`src/rtl/my_lib.sv`:
```
// Shared types for the load/store unit: FSM states, access grains and response codes.
package my_lib;

  typedef enum logic [1:0] {
    IDLE  = 2'b00,
    ISSUE = 2'b01,
    WAIT  = 2'b10,
    DONE  = 2'b11
  } lsu_state_e;

  typedef enum logic [1:0] {
    WORD = 2'b00,
    BYTE = 2'b01,
    HALF = 2'b10
  } mem_grain_e;

  typedef enum logic [1:0] {
    OK      = 2'b00,
    ADDR    = 2'b01,
    TIMEOUT = 2'b10
  } lsu_err_e;

endpackage

```
`src/rtl/lsu_lane_align.sv`:
```
// Combinational lane logic: byte enables, store-data replication, load extraction
// with sign/zero extension, and misalignment detection for a 2-bit grain code.
module lsu_lane_align
  import my_lib::*;
(
  input  logic [1:0]  i_addr_lo,
  input  logic [1:0]  i_grain,
  input  logic        i_sign,
  input  logic [31:0] i_wdata,
  input  logic [31:0] i_rdata,
  output logic [3:0]  o_be,
  output logic [31:0] o_wdata,
  output logic [31:0] o_rdata,
  output logic        o_misaligned
);

  logic [15:0] w_half;
  logic [7:0]  w_byte;

  // Grain decode; grain 2'b11 is treated as an illegal, misaligned access.
  always_comb begin
    o_be         = 4'b0000;
    o_wdata      = 32'h0000_0000;
    o_rdata      = 32'h0000_0000;
    o_misaligned = 1'b0;
    w_half       = 16'h0000;
    w_byte       = 8'h00;
    case (i_grain)
      WORD: begin
        o_be         = 4'b1111;
        o_wdata      = i_wdata;
        o_rdata      = i_rdata;
        o_misaligned = (i_addr_lo != 2'b00);
      end
      HALF: begin
        if (i_addr_lo[1]) begin
          o_be   = 4'b1100;
          w_half = i_rdata[31:16];
        end else begin
          o_be   = 4'b0011;
          w_half = i_rdata[15:0];
        end
        o_wdata      = {2{i_wdata[15:0]}};
        o_rdata      = {{16{i_sign & w_half[15]}}, w_half};
        o_misaligned = i_addr_lo[0];
      end
      BYTE: begin
        o_be = 4'b0001 << i_addr_lo;
        case (i_addr_lo)
          2'b00:   w_byte = i_rdata[7:0];
          2'b01:   w_byte = i_rdata[15:8];
          2'b10:   w_byte = i_rdata[23:16];
          2'b11:   w_byte = i_rdata[31:24];
          default: w_byte = 8'h00;
        endcase
        o_wdata      = {4{i_wdata[7:0]}};
        o_rdata      = {{24{i_sign & w_byte[7]}}, w_byte};
        o_misaligned = 1'b0;
      end
      default: begin
        o_misaligned = 1'b1;
      end
    endcase
  end

endmodule

```
`src/rtl/load_store_unit.sv`:
```
// Data-memory initiator: one load/store per handshake, stalls until the response.
// Optional macro LSU_TRACE_EN prints store and address-error trace lines.
module load_store_unit
  import my_lib::*;
#(
  parameter int TIMEOUT_CYCLES = 64
) (
  input  logic        clock,
  input  logic        reset,
  input  logic        req_valid,
  output logic        req_ready,
  input  logic [31:0] req_pc,
  input  logic [31:0] req_addr,
  input  logic        req_write,
  input  logic [31:0] req_wdata,
  input  logic [1:0]  req_grain,
  input  logic        req_sign,
  output logic        resp_valid,
  output logic [31:0] resp_rdata,
  output logic [1:0]  resp_error,
  output logic        mem_req,
  output logic        mem_we,
  output logic [31:0] mem_addr,
  output logic [3:0]  mem_be,
  output logic [31:0] mem_wdata,
  input  logic        mem_gnt,
  input  logic        mem_rvalid,
  input  logic [31:0] mem_rdata
);

  localparam int TO_W = $clog2(TIMEOUT_CYCLES + 1);

  lsu_state_e  r_state;
  logic [TO_W-1:0] r_cnt;
  logic [31:0] r_pc;
  logic [31:0] r_addr;
  logic        r_write;
  logic [1:0]  r_grain;
  logic        r_sign;

  logic        r_req_ready;
  logic        r_resp_valid;
  logic [31:0] r_resp_rdata;
  lsu_err_e    r_resp_error;
  logic        r_mem_req;
  logic        r_mem_we;
  logic [31:0] r_mem_addr;
  logic [3:0]  r_mem_be;
  logic [31:0] r_mem_wdata;

  logic [1:0]  w_addr_lo;
  logic [1:0]  w_grain;
  logic        w_sign;
  logic [3:0]  w_be;
  logic [31:0] w_wdata;
  logic [31:0] w_rdata;
  logic        w_misaligned;
  logic [TO_W-1:0] w_cnt_inc;

  // In IDLE the lane logic sees the incoming request; afterwards the captured one.
  assign w_addr_lo = (r_state == IDLE) ? req_addr[1:0] : r_addr[1:0];
  assign w_grain   = (r_state == IDLE) ? req_grain     : r_grain;
  assign w_sign    = (r_state == IDLE) ? req_sign      : r_sign;
  assign w_cnt_inc = r_cnt + TO_W'(1);

  lsu_lane_align u_lane_align (
    .i_addr_lo    (w_addr_lo),
    .i_grain      (w_grain),
    .i_sign       (w_sign),
    .i_wdata      (req_wdata),
    .i_rdata      (mem_rdata),
    .o_be         (w_be),
    .o_wdata      (w_wdata),
    .o_rdata      (w_rdata),
    .o_misaligned (w_misaligned)
  );

  // Transaction FSM with all interface outputs registered.
  always_ff @(posedge clock) begin
    if (!reset) begin
      r_state      <= IDLE;
      r_cnt        <= '0;
      r_pc         <= 32'h0000_0000;
      r_addr       <= 32'h0000_0000;
      r_write      <= 1'b0;
      r_grain      <= 2'b00;
      r_sign       <= 1'b0;
      r_req_ready  <= 1'b1;
      r_resp_valid <= 1'b0;
      r_resp_rdata <= 32'h0000_0000;
      r_resp_error <= OK;
      r_mem_req    <= 1'b0;
      r_mem_we     <= 1'b0;
      r_mem_addr   <= 32'h0000_0000;
      r_mem_be     <= 4'b0000;
      r_mem_wdata  <= 32'h0000_0000;
    end else begin
      case (r_state)
        IDLE: begin
          if (req_valid) begin
            r_pc        <= req_pc;
            r_addr      <= req_addr;
            r_write     <= req_write;
            r_grain     <= req_grain;
            r_sign      <= req_sign;
            r_req_ready <= 1'b0;
            if (w_misaligned) begin
              r_state      <= DONE;
              r_resp_valid <= 1'b1;
              r_resp_error <= ADDR;
              r_resp_rdata <= 32'h0000_0000;
            end else begin
              r_state     <= ISSUE;
              r_mem_req   <= 1'b1;
              r_mem_we    <= req_write;
              r_mem_addr  <= {req_addr[31:2], 2'b00};
              r_mem_be    <= w_be;
              r_mem_wdata <= w_wdata;
            end
          end
        end
        ISSUE: begin
          if (mem_gnt) begin
            r_mem_req <= 1'b0;
            if (mem_rvalid) begin
              r_state      <= DONE;
              r_resp_valid <= 1'b1;
              r_resp_error <= OK;
              r_resp_rdata <= r_write ? 32'h0000_0000 : w_rdata;
            end else begin
              r_state <= WAIT;
              r_cnt   <= '0;
            end
          end
        end
        WAIT: begin
          // A response arriving on the timeout cycle still completes normally.
          if (mem_rvalid) begin
            r_state      <= DONE;
            r_resp_valid <= 1'b1;
            r_resp_error <= OK;
            r_resp_rdata <= r_write ? 32'h0000_0000 : w_rdata;
          end else if (w_cnt_inc == TO_W'(TIMEOUT_CYCLES)) begin
            r_state      <= DONE;
            r_resp_valid <= 1'b1;
            r_resp_error <= TIMEOUT;
            r_resp_rdata <= 32'h0000_0000;
          end else begin
            r_cnt <= w_cnt_inc;
          end
        end
        DONE: begin
          r_state      <= IDLE;
          r_req_ready  <= 1'b1;
          r_resp_valid <= 1'b0;
          r_resp_error <= OK;
          r_resp_rdata <= 32'h0000_0000;
        end
        default: begin
          r_state      <= IDLE;
          r_req_ready  <= 1'b1;
          r_resp_valid <= 1'b0;
          r_mem_req    <= 1'b0;
        end
      endcase
    end
  end

`ifdef LSU_TRACE_EN
  // Trace completed stores and address exceptions as the response is presented.
  always_ff @(posedge clock) begin
    if (reset && (r_state == DONE)) begin
      if (r_resp_error == ADDR) begin
        $display("@%h: *%h SignalException AddressError", r_pc, r_addr);
      end else if (r_write && (r_resp_error == OK)) begin
        $display("@%h: *%h <= %h", r_pc, r_mem_addr, r_mem_wdata);
      end
    end
  end
`else
  logic w_unused;
  assign w_unused = ^{r_pc, r_addr[31:2]};
`endif

  assign req_ready  = r_req_ready;
  assign resp_valid = r_resp_valid;
  assign resp_rdata = r_resp_rdata;
  assign resp_error = r_resp_error;
  assign mem_req    = r_mem_req;
  assign mem_we     = r_mem_we;
  assign mem_addr   = r_mem_addr;
  assign mem_be     = r_mem_be;
  assign mem_wdata  = r_mem_wdata;

endmodule

```
`config.mk`:
```
export PLATFORM = sky130hd
export DESIGN_NAME = load_store_unit
export DESIGN_NICKNAME = d
export VERILOG_FILES = /design/src/rtl/my_lib.sv /design/src/rtl/lsu_lane_align.sv /design/src/rtl/load_store_unit.sv
export SDC_FILE = /design/constraint.sdc
export NUM_CORES = 1
export LEC_CHECK = 0
export ABC_AREA = 1
export BUFFER_PORTS_ARGS = -buffer_cell sky130_fd_sc_hd__buf_2
export CAP_MARGIN = 20
export CORE_ASPECT_RATIO = 1.2
export CORE_MARGIN = 2
export CORE_UTILIZATION = 50
export DETAILED_ROUTE_END_ITERATION = 10
export HOLD_SLACK_MARGIN = 0.03
export PLACE_DENSITY = 0.82
export SYNTH_ARGS = -nofsm -noshare
export SYNTH_HDL_FRONTEND = slang
export SYNTH_SLANG_ARGS = --single-unit
```
`constraint.sdc`:
```
create_clock -name clock -period 5.05 [get_ports clock]
set_input_delay 0 -clock clock [delete_from_list [all_inputs] [get_ports clock]]
set_output_delay 0 -clock clock [all_outputs]
set_load 0.1 [all_outputs]
```
=== Yosys cells after proc, flatten, opt, wreduce, memory -nomap -nowiden ===
Cells that the tools add are included.

* Bits of input ports: 137
* Word-level logic and storage cells: 104
* Output and inout bits: 106
* Flip-flop bits (word level): 119

* Reductions and logical operators: 14
* Muxes and demuxes: 52
* Equality and inequality tests: 18
* Bitwise gates (word level): 3
* Add/subtract/negate cells: 1
* Shift-type cells: 1

{| class="wikitable"
|+ Operator list
! cell !! number
|-
| 32-bit 2-to-1 mux || 7
|-
| 32-bit case mux with 3 select lines || 2
|-
| 32-bit case mux with 4 select lines || 1
|-
| 16-bit 2-to-1 mux || 2
|-
| 8-bit case mux with 4 select lines || 1
|-
| 7-bit 2-to-1 mux || 4
|-
| 2-bit 2-to-1 mux || 13
|-
| 2-bit case mux with 4 select lines || 2
|-
| 2-bit inequality test, second input constant || 7
|-
| 7-bit case mux with 2 select lines || 1
|-
| 1-bit 2-to-1 mux || 12
|-
| 4-bit case mux with 3 select lines || 1
|-
| 2-bit == test, second input constant || 5
|-
| 5-bit AND reduction || 2
|-
| 8-bit 2-to-1 mux || 1
|-
| 2-bit nonzero test || 4
|-
| 7-bit by 1-bit adder with 7-bit output, second input constant || 1
|-
| 7-bit == test, second input constant || 1
|-
| 2-bit by 1-bit == test with 1-bit output, second input constant || 3
|-
| 2-bit logical NOT || 3
|-
| 3-bit AND reduction || 2
|-
| 4-bit 2-to-1 mux || 1
|-
| 1-bit case mux with 2 select lines || 2
|-
| 1-bit case mux with 4 select lines || 1
|-
| 8 further kinds || 10
|}

=== Depth between registers and ports, before layout ===
Gate-level depths: netlist of run 1.

* Depth after elaboration: 11
* Mapped depth: 17
* Mapped depth without buffers: 15

=== Cells and area by module ===
Synthesis of run 1 repeated with hierarchy kept, for this count alone.

* Cell total of the unflattened synthesis: 917
* Area, all modules: 6005.8 sq um

{| class="wikitable"
|+ By module, submodules not included
! module !! cells an instance !! times used !! area each (sq um)
|-
| load_store_unit || 689 || 1 || 4865.9
|-
| lsu_lane_align || 228 || 1 || 1139.8
|}

=== Least setup slack after synthesis of run 1 ===
Ideal clock, no wire load.

* Path type: register to register
* Start: reg r_state[0]
* End: reg r_resp_rdata[0], in the netlist resp_rdata[0]
* Cell stages (with the launch flop): 15
* Data arrival time: 1946 ps
* Library setup time: 114 ps
* Path slack: 2990 ps
* Required time: 4936 ps
* Cells stage by stage: dfxtp_1 -> inv_1 -> ha_1 -> buf_6 -> inv_8 -> nand2_2 -> nand2_4 -> buf_4 -> nand2_2 -> a21oi_2 -> nand3_1 -> buf_6 -> buf_2 -> a21oi_1 -> nor2_1

* Longest elaborated chain between the ends: 10

{| class="wikitable"
|+ RTL lines
! item !! RTL line !! source
|-
| from (decl) || load_store_unit.sv:33 || <nowiki>lsu_state_e r_state;</nowiki>
|-
| from (signal assigned) || load_store_unit.sv:81 || <nowiki>r_state <= IDLE;</nowiki>
|-
| from (signal assigned) || load_store_unit.sv:108 || <nowiki>r_state <= DONE;</nowiki>
|-
| from (signal assigned) || load_store_unit.sv:113 || <nowiki>r_state <= ISSUE;</nowiki>
|-
| 2-bit logical NOT || -- ||
|-
| 2-bit 2-to-1 mux || load_store_unit.sv:61 || <nowiki>assign w_addr_lo = (r_state == IDLE) ? req_addr[1:0] : r_addr[1:0];</nowiki>
|-
| 2-bit == test (tied with other cells) || lsu_lane_align.sv:49 || <nowiki>case (i_addr_lo)</nowiki>
|-
| 8-bit case mux with 4 select lines || lsu_lane_align.sv:49 ||
|-
| 8-bit 2-to-1 mux || lsu_lane_align.sv:28 || <nowiki>case (i_grain)</nowiki>
|-
| 32-bit case mux with 3 select lines || lsu_lane_align.sv:28 ||
|-
| 32-bit 2-to-1 mux || load_store_unit.sv:129, load_store_unit.sv:142 ||
|-
| 32-bit 2-to-1 mux || load_store_unit.sv:125 || <nowiki>if (mem_rvalid) begin</nowiki>
|-
| 32-bit 2-to-1 mux || load_store_unit.sv:123 || <nowiki>if (mem_gnt) begin</nowiki>
|-
| 32-bit case mux with 4 select lines || load_store_unit.sv:98 || <nowiki>case (r_state)</nowiki>
|-
| to (signal assigned) || load_store_unit.sv:129 || <nowiki>r_resp_rdata <= r_write ? 32'h0000_0000 : w_rdata;</nowiki>
|-
| to (signal assigned) || load_store_unit.sv:142 || <nowiki>r_resp_rdata <= r_write ? 32'h0000_0000 : w_rdata;</nowiki>
|-
| to (decl) || load_store_unit.sv:43 || <nowiki>logic [31:0] r_resp_rdata;</nowiki>
|}

Parallel ways exist; a longest one is shown, timed or not. The select of a mux whose other input is x is not followed.
A chain may end at the register's enable or synchronous reset.

=== Worst setup path in the final report of run 1 ===
* Start: reg r_state[0]
* End: reg r_resp_rdata[5], in the netlist resp_rdata[5]

The elaborated chain is that of the path after synthesis.

==> metrics, run 1 <==
status complete, no violations; post-CTS sizing 0; crit path launch type flop; drc violations 0; maximum buffer depth of the clock tree 2; CTS H-tree depth 4; post-synthesis compound-gate area fraction 0.138; Final #Nets 1335; CP Capture Type flop; Setup Skew ~0.0056 ns; I/O pin cnt around 240; Pre-antenna DRT Iters 5; share of the synthesized area in the top cell type 0.398; Power Density 809 nW/um^2; RePlAce Congestion ~0.89; post-CTS setup buffer count 0; share of cells above drive strength 1 0.231; Syn-to-layout area delta 41.9%; post-synthesis cell area around 6000 um^2; syn_area_per_cell around 6.5 um^2; Seq cells post-synth between 100 and 150; Detailed Place HPWL 11600 um; clk_lat worst skew slightly above 0.4 ns; Pleak around 0.0043 uW; Layout fillers approximately 930; Placed Cells 1238; largest net degree at the start of global routing 73; Starting DRT DRC Count around 450; routed wire length 19800 um; die area between 10000 and 15000 um^2; Tightest Hold Check Type primary input to flop; Setup Crit Path Kind flop to flop; Critical Path Fanout Max 13; Vias slightly above 7000; die height between 100 and 150 um; Fin Hold WS between 0.03 and 0.04 ns; CTS buffer count 17; RSZ-0062 raised after global routing no; core area around 12000 um^2; R2R Path Start r_state[0]; Max-Cap Viols 0; WP data required approximately 5.4 ns; Worst Tran Pin Value 0.819 ns; IO Port Bufs approximately 210; Synth Area in Adders 0.0104; Vias/cell slightly above 5; number of global-route vias before repair 6588; Async S/R FF share, synth 0; sequential area share after synthesis 0.398; final std cells w/o fill between 1000 and 1500; most area-consuming cells after synthesis dfxtp_1 (40%), nand2_1 (21%), a21oi_1 (8.0%); start point of the worst hold path mem_rdata[7]; Initial Util 0.515; count leader, synth nand2_1; CTS tree done; Post-synth EDFFs 0; xor/xnor share of the synthesized area 0; post-synth top area cell dfxtp_1; leading cell types by count after synthesis nand2_1 (340), dfxtp_1 (119), a21oi_1 (96); antenna viol nets, final 0; CTS root buf clkbuf_16; Post-CTS Hold Buffers 91; final hold violation count 0; multiplexer share of the synthesized area 0; CP startpoint r_state[0]; Clock transition at path regs around 0.060 ns; post-synthesis simple-gate area fraction 0.346; Arr. time, crit path roughly 4.0 ns; Synth warnings 0; die width slightly above 100 um; largest family of logic cells by synthesized area simple AND/OR/NAND/NOR gates; ANT cells 0; relative slew slack 0.454; Final period util 0.726; Peak VDD IR 0.000590 V; minimum clock period 3.67 ns; DR WL/cell 14.5 um; distinct cell type count after synthesis 35; Num Clock Sinks around 120; total gr overflow 0; GRT Overall Usage 0.303; Setup-failing EPs final 0; fin. max-slew vios 0; initial antenna violation count 0; predominant post-synthesis flop cell dfxtp_1; cell count after synthesis 923; first-pass GRT wire length ~32000 um; # rows 43; Peak Freq 273 MHz; Setup TNS Final 0 ns
-- metal layers --
metal | vias to the layer above | GRT usage | share of wire
met4 | 0 | 0.133 | 0.038
met3 | 70 | 0.0675 | 0.074
li1 | 3461 | - | -
met2 | 346 | 0.537 | 0.50
met5 | - | 0 | 0
met1 | 3166 | 0.356 | 0.39
-- cell families after synthesis --
family                     count (synthesis)
adders and majority gates                  5
AOI/OAI and AO/OA                        152
other                                      1
buffers and inverters                    144
and+or+nand+nor                          502
DFF                                      119
-- worst max-delay path, stage by stage, from the launching register on --
cell and delay [ns]:
dfxtp_1 0.36, inv_1 0.13, ha_1 0.52, nand2_1 0.18, nand2_4 0.23, nand2_1 0.19
nor2_1 0.63, inv_1 0.09, nand2_1 0.30, nand2_1 0.12, nand4_1 0.12, dlygate4sd3_1 0.56
a21oi_1 0.06, nor2_1 0.10
-- report_power, final --
group          total [uW]  switching (uW)  internal, uW  leakage, uW
combinational        4250            3360           891      0.00303
sequential           1420             174          1250     0.000976
clock                1210             463           743     0.000291
total                6880            3990          2880      0.00430
-- placed cells by master, fill, tap and decap left out, drive strengths merged, types with 2 or more instances in the layout --
| cell | netlist | routed |
|---|---|---|
| a22oi | 7 | 7 |
| clkinv | 1 | 8 |
| conb | 1 | 2 |
| nand4 | 7 | 7 |
| ha | 5 | 5 |
| a31oi | 9 | 9 |
| buf | 33 | 214 |
| dfxtp | 119 | 119 |
| nor3 | 3 | 3 |
| clkbuf | 22 | 18 |
| dlygate4sd3 | 0 | 91 |
| nand2 | 350 | 350 |
| or2 | 2 | 2 |
| a21oi | 98 | 98 |
| bufinv | 0 | 2 |
| nand3 | 61 | 61 |
| o21ai | 34 | 34 |
| inv | 88 | 92 |
| nor2 | 79 | 79 |
-- metrics by stage --
step,instance area [um^2],power [uW],utilization,setup WS (ns)
after detailed placement,6960,5480,0.599,1.86
after global routing,8500,7260,0.731,1.18
after global placement,6960,5450,0.599,1.88
after CTS,8460,6810,0.728,1.45
after floorplan,5990,4910,-,2.99
final,8500,6880,0.731,1.38
-- state kept, by name, summed over array words and instances, names as in the netlist, 2 cells and up --
name,flops
resp_error,2
mem_wdata,32
r_addr,2
resp_rdata,32
r_cnt,7
r_state,2
mem_be,4
r_grain,2
mem_addr,30
-- area by class of cell --
type                    count  area (um^2)  area share
well taps                 157          196      0.0231
multi-input cells         661         2970       0.349
clock inverters            14          149      0.0175
inverters                  89          342      0.0402
repair buffers            305         2020       0.238
clock buffers              18          439      0.0517
flip-flops and latches    119         2380       0.280
-- final timing paths --
path | end | slack, ns | cells past startpoint
setup / recovery | resp_rdata[5] | 1.38 | 13
hold / removal | resp_rdata[7] | 0.04 | 5
setup reg to reg | resp_rdata[5] | 1.38 | 13
hold reg to reg | mem_req | 0.46 | 2
No activity file was read; power rests on OpenSTA's default activity.
==> run 2, diff against run 1 <==
Settings changed: CORE_UTILIZATION 50 to 44, PLACE_DENSITY 0.82 to 0.77.
Clock period 5.05 ns to 3.2 ns, I/O delays scaled along.
==> run 2 against run 1 <==
Routed wire length shrank 2.2%. Via count is 1.6% lower. Flip-flop and latch count unchanged. Largest cell class unchanged. Critical path type unchanged. Register-to-register slack worse by 1.1 ns.
==> metrics, run 2 (synthesized netlist as in run 1, its figures left out) <==
Critical Path Fanout Max 14 (was 13); # rows 46 (was 43); CTS tree done (unchanged); die width 111 um (was 104 um); RSZ-0062 raised after global routing no (unchanged); Placed Cells 1256 (was 1238); routed wire length 19300 um (was 19800 um); placed cell area 7060 um^2 (was 6960 um^2); largest net degree at the start of global routing 69 (was 73); initial antenna violation count 0 (unchanged); IO Port Bufs 208 (unchanged); drc violations 0 (unchanged); ANT cells 0 (unchanged); maximum buffer depth of the clock tree 2 (unchanged); share of cells above drive strength 1 0.235 (was 0.231); Vias 6932 (was 7043); CTS H-tree depth 4 (unchanged); Setup WS post-layout 0.286 ns (was 1.38 ns); Final Cell Area 8610 um^2 (was 8500 um^2); Initial Util 0.452 (was 0.515); relative slew slack 0.428 (was 0.454); final hold violation count 0 (unchanged); Power Density 1280 nW/um^2 (was 809 nW/um^2); Setup TNS Final 0 ns (unchanged); Final period util 0.911 (was 0.726); status complete, no violations (unchanged); Num Clock Sinks 119 (unchanged); Peak Freq 343 MHz (was 273 MHz); pre-CTS worst setup slack 0.556 ns (was 1.86 ns); Setup-failing EPs final 0 (unchanged); Final #Nets 1340 (was 1335); core area 13200 um^2 (was 11600 um^2); Starting DRT DRC Count 524 (was 448); die height 132 um (was 124 um); Arr. time, crit path 3.26 ns (was 4.01 ns); Vias/cell 5.03 (was 5.17); post-CTS setup buffer count 0 (unchanged); Peak VDD IR 0.000669 V (was 0.000590 V); Fin Hold WS 0.0515 ns (was 0.0368 ns); final std cells w/o fill 1379 (was 1363); most frequent CP cell nand2_1 (unchanged); slowest stage cell, crit path dlygate4sd3_1 (was nor2_1); crit path launch type flop (unchanged); fin. max-slew vios 0 (unchanged); most common cell after layout, fill and taps aside nand2_1 (unchanged); antenna viol nets, final 0 (unchanged); Worst Tran Pin Value 0.852 ns (was 0.819 ns); Max-Cap Viols 0 (unchanged); Detailed Place HPWL 12200 um (was 11600 um); CTS root buf clkbuf_16 (unchanged); clk_lat worst skew 0.41 ns (about the same); DR WL/cell 14.0 um (was 14.5 um); Clock transition at path regs 0.06 ns (about the same); Pleak 0.00434 uW (was 0.00430 uW); Syn-to-layout area delta 43.7% (was 41.9%); most frequent cells in the layout nand2_1 (340), buf_2 (208), dfxtp_1 (119) (unchanged); first-pass GRT wire length 31800 um (was 31500 um); RePlAce Congestion 0.878 (was 0.889); critical-path cell list inv_1 -> ha_2 -> nand2_1 -> nand2_4 -> inv_2 -> a21oi_4 -> inv_1 -> nand2_1 -> nand2_1 -> nand4_1 -> dlygate4sd3_1 -> a21oi_1 -> nor2_1 (was inv_1 -> ha_1 -> nand2_1 -> nand2_4 -> nand2_1 -> nor2_1 -> inv_1 -> nand2_1 -> nand2_1 -> nand4_1 -> dlygate4sd3_1 -> a21oi_1 -> nor2_1); number of global-route vias before repair 6478 (was 6588); cell family with most CP delay buffers and inverters (was simple AND/OR/NAND/NOR gates); Tightest Hold Check Type primary input to flop (unchanged); GRT Overall Usage 0.263 (was 0.303); Setup Crit Path Kind flop to flop (unchanged); WP data required 3.55 ns (was 5.40 ns); Setup Skew 0.00894 ns (was 0.00558 ns); total gr overflow 0 (unchanged); Pre-antenna DRT Iters 5 (unchanged); Worst Path Buf+Inv 4 (was 3); critical path's largest stage delay 0.55 ns (was 0.63 ns); minimum clock period 2.91 ns (was 3.67 ns); die area 14600 um^2 (was 12900 um^2); CP Capture Type flop (unchanged); CTS buffer count 17 (unchanged); I/O pin cnt 243 (unchanged)
run 2: changes by cell type in the layout (fill, tap and decap cells not counted), sizes merged:
cell,delta
clkbuf,-1
bufinv,+2
inv,-2
clkinvlp,+1
buf,+5
run 2: through the flow:
step,total power [uW],utilization
floorplan,7750,-
global placement,8710,0.534
detailed placement,8760,0.534
CTS,11000,0.650
global route,11700,0.650
finish,11000,0.650
run 2: where the power goes:
group          internal, uW  switching, uW  total [uW]
clock                  1310            722        2030
combinational          1460           5310        6770
sequential             1970            266        2230
run 2: area by class of cell:
type | instances | area (um^2)
fillers | 1165 | 4630
multi-input cells | 661 | 2970
flip-flops and latches | 119 | 2380
repair buffers | 310 | 2070
clock buffers | 17 | 425
inverters | 89 | 344
well taps | 168 | 210
clock inverters | 15 | 203
run 2: tightest hold or removal path, stage by stage:
cell and delay, ns:
buf_2 0.10, a22oi_1 0.06, a21oi_1 0.13, nor2_1 0.05, nor2_1 0.08
run 2: repair_timing:
item                       4_1_cts  5_1_grt
hold endpoints to repair        82        0
setup endpoints to repair        0       10
hold buffers                    91        0
resized for setup                0        3
run 2: path summary, 6_finish.rpt:
path	from	to	slack, ns	cells past startpoint
setup / recovery	r_state[0]	resp_rdata[0]	0.29	13
hold / removal	mem_rdata[11]	resp_rdata[11]	0.05	5
setup reg to reg	r_state[0]	resp_rdata[0]	0.29	13
hold reg to reg	mem_req	mem_req	0.46	2
run 2: layer usage:
metal  GRT usage  vias to the layer above  wire, um
li1            -                     3463         -
met1       0.321                     3098      7840
met2       0.440                      314      9460
met3      0.0616                       57      1400
met4       0.119                        0       632
met5           0                        -         0
